$ cat src/rtl/result_collector_pkg.sv
// Shared definitions for the result collector: FSM state encoding and the
// sample width, which matches the upstream stage's X output.
package result_collector_pkg;

    localparam int unsigned RESULT_W = 16;

    typedef enum logic [1:0] {
        S_IDLE    = 2'd0,
        S_COLLECT = 2'd1,
        S_REPORT  = 2'd2
    } state_t;

endpackage

$ cat src/rtl/result_collector_sample_store.sv
// sample_store: DEPTH x RESULT_W register file with one write port and one
// registered read port. Array contents are not reset; only the read register is.
//   clk, rst_n : clock, asynchronous active-low reset (read register only)
//   we, waddr, wdata : write port, written on the rising edge when we is high
//   raddr, rdata     : rdata <= mem[raddr] every cycle (latency 1)
module sample_store
    import result_collector_pkg::*;
#(
    parameter int unsigned DEPTH = 8,
    parameter int unsigned AW    = $clog2(DEPTH)
) (
    input  logic                clk,
    input  logic                rst_n,
    input  logic                we,
    input  logic [AW-1:0]       waddr,
    input  logic [RESULT_W-1:0] wdata,
    input  logic [AW-1:0]       raddr,
    output logic [RESULT_W-1:0] rdata
);

    logic [RESULT_W-1:0] mem [DEPTH];

    always_ff @(posedge clk) begin
        if (we) begin
            mem[waddr] <= wdata;
        end
    end

    always_ff @(posedge clk or negedge rst_n) begin
        if (!rst_n) begin
            rdata <= '0;
        end else begin
            rdata <= mem[raddr];
        end
    end

endmodule

$ cat src/rtl/result_collector.sv
// result_collector: captures bursts of X/X_VALID samples into a local store
// and keeps running SUM, COUNT and MAX. A burst ends when the store is full or
// after TIMEOUT idle cycles following at least one sample; DONE pulses once on
// entry to the report state. Armed by START, aborted by HALT.
//   CLK, RSTN        : clock, asynchronous active-low reset
//   START, HALT      : arm pulse (idle/report only), synchronous abort
//   X, X_VALID       : sample stream from the upstream stage
//   RD_ADDR, RD_DATA : registered readback of the sample store
//   SUM, COUNT, MAX  : registered burst statistics
//   BUSY, DONE       : collecting flag, end-of-burst pulse
//   OVERRUN          : sticky, X_VALID seen in the report state
module result_collector
    import result_collector_pkg::*;
#(
    parameter int unsigned DEPTH   = 8,
    parameter int unsigned TIMEOUT = 16,
    parameter int unsigned AW      = $clog2(DEPTH)
) (
    input  logic                   CLK,
    input  logic                   RSTN,
    input  logic                   START,
    input  logic                   HALT,
    input  logic [RESULT_W-1:0]    X,
    input  logic                   X_VALID,
    input  logic [AW-1:0]          RD_ADDR,
    output logic [RESULT_W-1:0]    RD_DATA,
    output logic [RESULT_W+AW:0]   SUM,
    output logic [AW:0]            COUNT,
    output logic [RESULT_W-1:0]    MAX,
    output logic                   BUSY,
    output logic                   DONE,
    output logic                   OVERRUN
);

    localparam int unsigned CW = AW + 1;
    localparam int unsigned SW = RESULT_W + AW + 1;
    localparam int unsigned IW = $clog2(TIMEOUT + 1);

    state_t        state;
    logic [IW-1:0] idle_cnt;
    logic [IW-1:0] idle_inc;
    logic [CW-1:0] count_inc;
    logic          arm;
    logic          store_we;

    assign idle_inc  = idle_cnt + IW'(1);
    assign count_inc = COUNT + CW'(1);
    assign arm       = START && (state != S_COLLECT);
    // HALT discards a sample arriving in the same cycle
    assign store_we  = (state == S_COLLECT) && X_VALID && !HALT;

    always_ff @(posedge CLK or negedge RSTN) begin
        if (!RSTN) begin
            state    <= S_IDLE;
            idle_cnt <= '0;
            SUM      <= '0;
            COUNT    <= '0;
            MAX      <= '0;
            BUSY     <= 1'b0;
            DONE     <= 1'b0;
            OVERRUN  <= 1'b0;
        end else begin
            DONE <= 1'b0;
            if (HALT) begin
                state    <= S_IDLE;
                idle_cnt <= '0;
                SUM      <= '0;
                COUNT    <= '0;
                MAX      <= '0;
                BUSY     <= 1'b0;
                OVERRUN  <= 1'b0;
            end else if (arm) begin
                state    <= S_COLLECT;
                idle_cnt <= '0;
                SUM      <= '0;
                COUNT    <= '0;
                MAX      <= '0;
                BUSY     <= 1'b1;
                OVERRUN  <= 1'b0;
            end else begin
                case (state)
                    S_COLLECT: begin
                        if (X_VALID) begin
                            SUM      <= SUM + SW'(X);
                            COUNT    <= count_inc;
                            idle_cnt <= '0;
                            if (X > MAX) begin
                                MAX <= X;
                            end
                            if (count_inc == CW'(DEPTH)) begin
                                state <= S_REPORT;
                                BUSY  <= 1'b0;
                                DONE  <= 1'b1;
                            end
                        end else if (COUNT != '0) begin
                            // idle timeout only runs once the burst has started
                            idle_cnt <= idle_inc;
                            if (idle_inc == IW'(TIMEOUT)) begin
                                state <= S_REPORT;
                                BUSY  <= 1'b0;
                                DONE  <= 1'b1;
                            end
                        end
                    end
                    S_REPORT: begin
                        if (X_VALID) begin
                            OVERRUN <= 1'b1;
                        end
                    end
                    default: ;
                endcase
            end
        end
    end

    sample_store #(
        .DEPTH (DEPTH),
        .AW    (AW)
    ) u_store (
        .clk   (CLK),
        .rst_n (RSTN),
        .we    (store_we),
        .waddr (COUNT[AW-1:0]),
        .wdata (X),
        .raddr (RD_ADDR),
        .rdata (RD_DATA)
    );

endmodule

$ cat config.mk
export PLATFORM = sky130hd
export DESIGN_NAME = result_collector
export DESIGN_NICKNAME = d
export VERILOG_FILES = /design/src/rtl/result_collector_pkg.sv /design/src/rtl/result_collector_sample_store.sv /design/src/rtl/result_collector.sv
export SDC_FILE = /design/constraint.sdc
export NUM_CORES = 1
export LEC_CHECK = 0
export ABC_AREA = 1
export BUFFER_PORTS_ARGS = -buffer_cell sky130_fd_sc_hd__buf_2
export CORE_MARGIN = 2
export CORE_UTILIZATION = 45
export CTS_BUF_LIST = sky130_fd_sc_hd__clkbuf_8
export CTS_CLUSTER_SIZE = 16
export DETAILED_ROUTE_END_ITERATION = 10
export PLACE_DENSITY = 0.66
export SLEW_MARGIN = 20
export SYNTH_ARGS = -nofsm -noshare
export SYNTH_HDL_FRONTEND = slang
export SYNTH_SLANG_ARGS = --single-unit
$ cat constraint.sdc
create_clock -name CLK -period 2.69 [get_ports CLK]
set_input_delay 0.538 -clock CLK [delete_from_list [all_inputs] [get_ports CLK]]
set_output_delay 0.538 -clock CLK [all_outputs]
set_load 0.05 [all_outputs]
==> impl_metrics.prom <==
# TYPE chip_impl_metric gauge
chip_impl_info{name="run_status",value="finished, final reports clean"} 1
chip_impl_metric{name="grt_remaining_overflow",unit=""} 0
chip_impl_metric{name="synth_edf_count",unit=""} 128
chip_impl_metric{name="layout.nets",unit=""} 1017
chip_impl_metric{name="dp_hpwl",unit="µm"} 12700
chip_impl_metric{name="final-hold-violation-count",unit=""} 0
chip_impl_metric{name="drt_pre_antenna_iters",unit=""} 4
chip_impl_metric{name="drtAntennaViolNets",unit=""} 0
chip_impl_metric{name="slew_at_the_pin_closest_to_its_max_slew_limit",unit="ns"} 0.688
chip_impl_metric{name="syn-cell-area",unit="mm²"} 0.00886
chip_impl_metric{name="core_region_area",unit="mm²"} 0.0194
chip_impl_metric{name="viasPerCell",unit=""} 5.12
chip_impl_info{name="most_used_flip_flop_cell_after_synthesis",value="sky130_fd_sc_hd__edfxtp_1"} 1
chip_impl_metric{name="power.static_leakage",unit="nW"} 4.22
chip_impl_metric{name="clock_sink_count",unit=""} 193
chip_impl_metric{name="share_clk_of_total_power",unit="%"} 29.7
chip_impl_metric{name="power_frac_comb",unit="%"} 18.6
chip_impl_metric{name="clk_transition_reported_paths",unit="ns"} 0.10
chip_impl_metric{name="final_number_of_max_transition_violations",unit=""} 0
chip_impl_metric{name="ys_seq_elements",unit=""} 193
chip_impl_metric{name="layout_setup_ws",unit="ns"} 0.587
chip_impl_info{name="clock-root-buffer",value="sky130_fd_sc_hd__clkbuf_8"} 1
chip_impl_info{name="crit_path_start_kind",value="register"} 1
chip_impl_metric{name="cts-hold-fix-buffers",unit=""} 0
chip_impl_metric{name="cts_resized",unit=""} 0
chip_impl_metric{name="first_global_vias",unit=""} 5859
chip_impl_metric{name="grt.total_usage",unit="%"} 19.8
chip_impl_metric{name="tmin_final",unit="ns"} 2.10
chip_impl_metric{name="max_clock_freq",unit="GHz"} 0.475
chip_impl_metric{name="detail_route.wirelength",unit="µm"} 19800
chip_impl_metric{name="number_of_buffers_inserted_during_clock_tree_synthesis",unit=""} 17
chip_impl_metric{name="stdcell_area",unit="mm²"} 0.0100
chip_impl_metric{name="floorplan.die.height",unit="µm"} 144
chip_impl_metric{name="io_pins",unit=""} 83
chip_impl_metric{name="share_of_total_power_in_sequential_cells",unit="%"} 51.7
chip_impl_metric{name="cell_internal_pwr",unit="mW"} 4.43
chip_impl_metric{name="grt_antenna_before_repair",unit=""} 0
chip_impl_metric{name="horizontal_die_dimension",unit="µm"} 144
chip_impl_metric{name="die-area",unit="mm²"} 0.0208
chip_impl_metric{name="num_antenna_cells",unit=""} 0
chip_impl_metric{name="wire_per_inst",unit="µm"} 16.1
chip_impl_metric{name="start_util",unit="%"} 45.7
chip_impl_metric{name="crit_arrival",unit="ns"} 2.24
chip_impl_metric{name="sw_frac_of_total",unit="%"} 31.5
chip_impl_metric{name="worst_ir_drop_vdd",unit="µV"} 324
chip_impl_metric{name="worst_slew_margin_rel",unit="%"} 54.1
chip_impl_metric{name="fin_crit_sh",unit="%"} 78.2
chip_impl_metric{name="crit_required",unit="ns"} 2.83
chip_impl_metric{name="gp_congestion",unit=""} 0.837
chip_impl_metric{name="placed_cell_area",unit="mm²"} 0.00961
chip_impl_metric{name="ctsLongestPathBuffers",unit=""} 2
chip_impl_metric{name="ctsHtreeMaxLevel",unit=""} 4
chip_impl_info{name="worst_setup_path_end_kind",value="register"} 1
chip_impl_metric{name="post_synth_num_cell_types",unit=""} 38
chip_impl_metric{name="clock_latency",unit="ns"} 0.46
chip_impl_metric{name="reg2reg_slack",unit="ns"} 0.59
chip_impl_info{name="tritoncts",value="done"} 1
chip_impl_metric{name="initialDrtViolationCount",unit=""} 423
chip_impl_metric{name="detail_route.drc_violations",unit=""} 0
chip_impl_info{name="min_path_type",value="in2async"} 1
chip_impl_metric{name="syn_to_final_growth",unit="%"} 13.1
chip_impl_metric{name="worst_r2r_path_depth",unit=""} 9
chip_impl_metric{name="synth_sequential_area_ratio",unit="%"} 61.7
chip_impl_info{name="timing_worst_setup_path_type",value="reg2reg"} 1
chip_impl_metric{name="synth_warnings",unit=""} 0
chip_impl_metric{name="post_synth_inst_count",unit=""} 870
chip_impl_info{name="regToRegStartpoint",value="state[0]$_DFFE_PN0P_"} 1
chip_impl_metric{name="grt_pass1_wl",unit="µm"} 30900
chip_impl_metric{name="grt_start_max_net_pins",unit=""} 66
chip_impl_metric{name="synthArstFlopShare",unit="%"} 33.7
chip_impl_metric{name="final_layout_setup_total_negative_slack",unit="ns"} 0
chip_impl_metric{name="p_per_area",unit="mW/mm²"} 646
chip_impl_metric{name="switching_component_of_the_power",unit="mW"} 2.03
chip_impl_metric{name="finalSetupViolCount",unit=""} 0
chip_impl_metric{name="post-layout-total-power",unit="mW"} 6.47
chip_impl_metric{name="post_placement_worst_setup_slack",unit="ns"} 0.289
chip_impl_metric{name="clock-skew-final",unit="ns"} 0.0136
chip_impl_metric{name="post-cts-setup-buffers",unit=""} 0
chip_impl_metric{name="postSynthNetCount",unit=""} 930
chip_impl_info{name="critical_path_start",value="state[0]$_DFFE_PN0P_"} 1
chip_impl_metric{name="cap_viol_max_count",unit=""} 0
chip_impl_metric{name="floorplan.rows",unit=""} 51
chip_impl_info{name="r2r_end",value="u_store.mem[2][1]$_DFFE_PP_"} 1
chip_impl_info{name="setup_repair_after_global_routing_missed_its_margin",value="no"} 1
chip_impl_metric{name="crit_fanout",unit=""} 16
chip_impl_metric{name="port-buffer-count",unit=""} 82
chip_impl_metric{name="layout-drive-gt1-share",unit="%"} 16.5
chip_impl_metric{name="syn-mean-instance-area",unit="µm²"} 10.2
chip_impl_metric{name="detailroute.via_count",unit=""} 6327
## registers in the layout, indices dropped and copies added (netlist names)
signal         cells
state              2
DONE               1
u_store.mem      128
OVERRUN            1
idle_cnt           5
u_store.rdata     16
SUM               20
COUNT              4
MAX               16
## metrics by stage
stage,hold WS (ns),std cells,util [%]
5_1_grt,0.0804,1235,51.7
3_5_place_dp,0.483,1203,49.6
6_report,0.0616,1235,51.7
2_1_floorplan,0.242,870,-
3_3_place_gp,0.483,1203,49.6
4_1_cts,0.0773,1235,51.7
## layout make-up
type	instances	area [µm²]
multi-input cells	584	3020
flip-flops and latches	193	5470
inverters	64	240
fillers	1782	9380
repair buffers	97	548
clock inverters	15	173
well taps	265	332
clock buffers	17	234
## kinds of logic (layout without fill, tap and decap cells)
family                   Yosys count  in the layout  synth area share, %
AND/OR/NAND/NOR                  382            382                 17.8
XOR/XNOR                           5              5                0.494
adder cells (fa/ha/maj)           36             36                 5.17
AO/OA/AOI/OAI                    161            161                 10.2
buffers and inverters             93            193                 4.60
flip-flops                       193            193                 61.7
## per-layer routing
metal,routed length (µm),global-route usage (%),vias up,part of all wire (%)
met1,9070,26.9,3002,46
met4,271,5.88,0,1.4
met3,944,3.21,19,4.8
met2,9550,32.9,167,48
li1,-,-,3139,-
met5,0,0,-,0
## layout by cell type (no fill, tap or decap), types with 2 or more instances in the layout
| cell type | synthesis | final |
|---|---|---|
| sky130_fd_sc_hd__o22ai_1 | 16 | 16 |
| sky130_fd_sc_hd__clkbuf_8 | 0 | 17 |
| sky130_fd_sc_hd__ha_1 | 35 | 35 |
| sky130_fd_sc_hd__o21ai_2 | 6 | 6 |
| sky130_fd_sc_hd__inv_2 | 4 | 4 |
| sky130_fd_sc_hd__xor2_1 | 4 | 4 |
| sky130_fd_sc_hd__or2_2 | 2 | 2 |
| sky130_fd_sc_hd__nand3_1 | 30 | 30 |
| sky130_fd_sc_hd__nand4_1 | 4 | 4 |
| sky130_fd_sc_hd__a31oi_1 | 16 | 16 |
| sky130_fd_sc_hd__a21o_1 | 3 | 3 |
| sky130_fd_sc_hd__nor2_4 | 2 | 2 |
| sky130_fd_sc_hd__o21ai_1 | 5 | 5 |
| sky130_fd_sc_hd__buf_2 | 5 | 82 |
| sky130_fd_sc_hd__nand2_4 | 5 | 5 |
| sky130_fd_sc_hd__nor4_2 | 0 | 3 |
| sky130_fd_sc_hd__o21ai_0 | 79 | 79 |
| sky130_fd_sc_hd__nor2_1 | 154 | 154 |
| sky130_fd_sc_hd__a22o_1 | 2 | 2 |
| sky130_fd_sc_hd__clkinv_4 | 0 | 4 |
| sky130_fd_sc_hd__inv_6 | 0 | 5 |
| sky130_fd_sc_hd__buf_12 | 0 | 2 |
| sky130_fd_sc_hd__clkinvlp_4 | 0 | 3 |
| sky130_fd_sc_hd__nand2_1 | 171 | 171 |
| sky130_fd_sc_hd__inv_1 | 60 | 60 |
| sky130_fd_sc_hd__buf_4 | 1 | 13 |
| sky130_fd_sc_hd__bufinv_16 | 0 | 2 |
| sky130_fd_sc_hd__nor3_2 | 0 | 4 |
| sky130_fd_sc_hd__dfrtp_1 | 65 | 65 |
| sky130_fd_sc_hd__edfxtp_1 | 128 | 128 |
| sky130_fd_sc_hd__a21oi_1 | 31 | 31 |
| sky130_fd_sc_hd__nor3_1 | 7 | 3 |
## Yosys cell counts, types with 5 or more instances
| cell | instances | area (µm²) |
|---|---|---|
| sky130_fd_sc_hd__nand2_1 | 171 | 642 |
| sky130_fd_sc_hd__nor2_1 | 154 | 578 |
| sky130_fd_sc_hd__edfxtp_1 | 128 | 3840 |
| sky130_fd_sc_hd__o21ai_0 | 79 | 395 |
| sky130_fd_sc_hd__dfrtp_1 | 65 | 1630 |
| sky130_fd_sc_hd__inv_1 | 60 | 225 |
| sky130_fd_sc_hd__ha_1 | 35 | 438 |
| sky130_fd_sc_hd__a21oi_1 | 31 | 155 |
| sky130_fd_sc_hd__nand3_1 | 30 | 150 |
| sky130_fd_sc_hd__a31oi_1 | 16 | 100 |
| sky130_fd_sc_hd__clkbuf_1 | 16 | 60.1 |
| sky130_fd_sc_hd__o22ai_1 | 16 | 100 |
| sky130_fd_sc_hd__nor3_1 | 7 | 35.0 |
| sky130_fd_sc_hd__o21ai_2 | 6 | 52.6 |
| sky130_fd_sc_hd__buf_2 | 5 | 25.0 |
| sky130_fd_sc_hd__buf_6 | 5 | 56.3 |
| sky130_fd_sc_hd__nand2_4 | 5 | 56.3 |
| sky130_fd_sc_hd__o21ai_1 | 5 | 25.0 |
## power by group through the flow
stage          clock (mW)  sequential [mW]  combinational [mW]
2_1_floorplan           0             3.68               0.614
5_1_grt              2.07             3.36                1.33
6_report             1.92             3.35                1.20
3_3_place_gp            0             3.41                1.19
4_1_cts              1.96             3.35                1.21
3_5_place_dp            0             3.41                1.21
## worst max path at each step
stage | end | depth (start not counted)
after global routing | u_store.mem[0][10]$_DFFE_PP_ | 9
after CTS | u_store.mem[2][10]$_DFFE_PP_ | 9
after detailed placement | SUM[8]$_DFFE_PN0P_ | 8
after floorplan | u_store.mem[1][0]$_DFFE_PP_ | 7
after global placement | SUM[8]$_DFFE_PN0P_ | 8
final | u_store.mem[2][1]$_DFFE_PP_ | 9
## worst max-delay path, stage by stage, from the launching register on
cell                      delay [ns]
sky130_fd_sc_hd__dfrtp_1        0.38
sky130_fd_sc_hd__inv_1          0.07
sky130_fd_sc_hd__nor2_2         0.16
sky130_fd_sc_hd__inv_2          0.08
sky130_fd_sc_hd__nor2_1         0.12
sky130_fd_sc_hd__nand2_2        0.23
sky130_fd_sc_hd__inv_2          0.11
sky130_fd_sc_hd__nand2_1        0.16
sky130_fd_sc_hd__nor3_2         0.14
sky130_fd_sc_hd__buf_4          0.32
(Power assumes the default switching activity.)
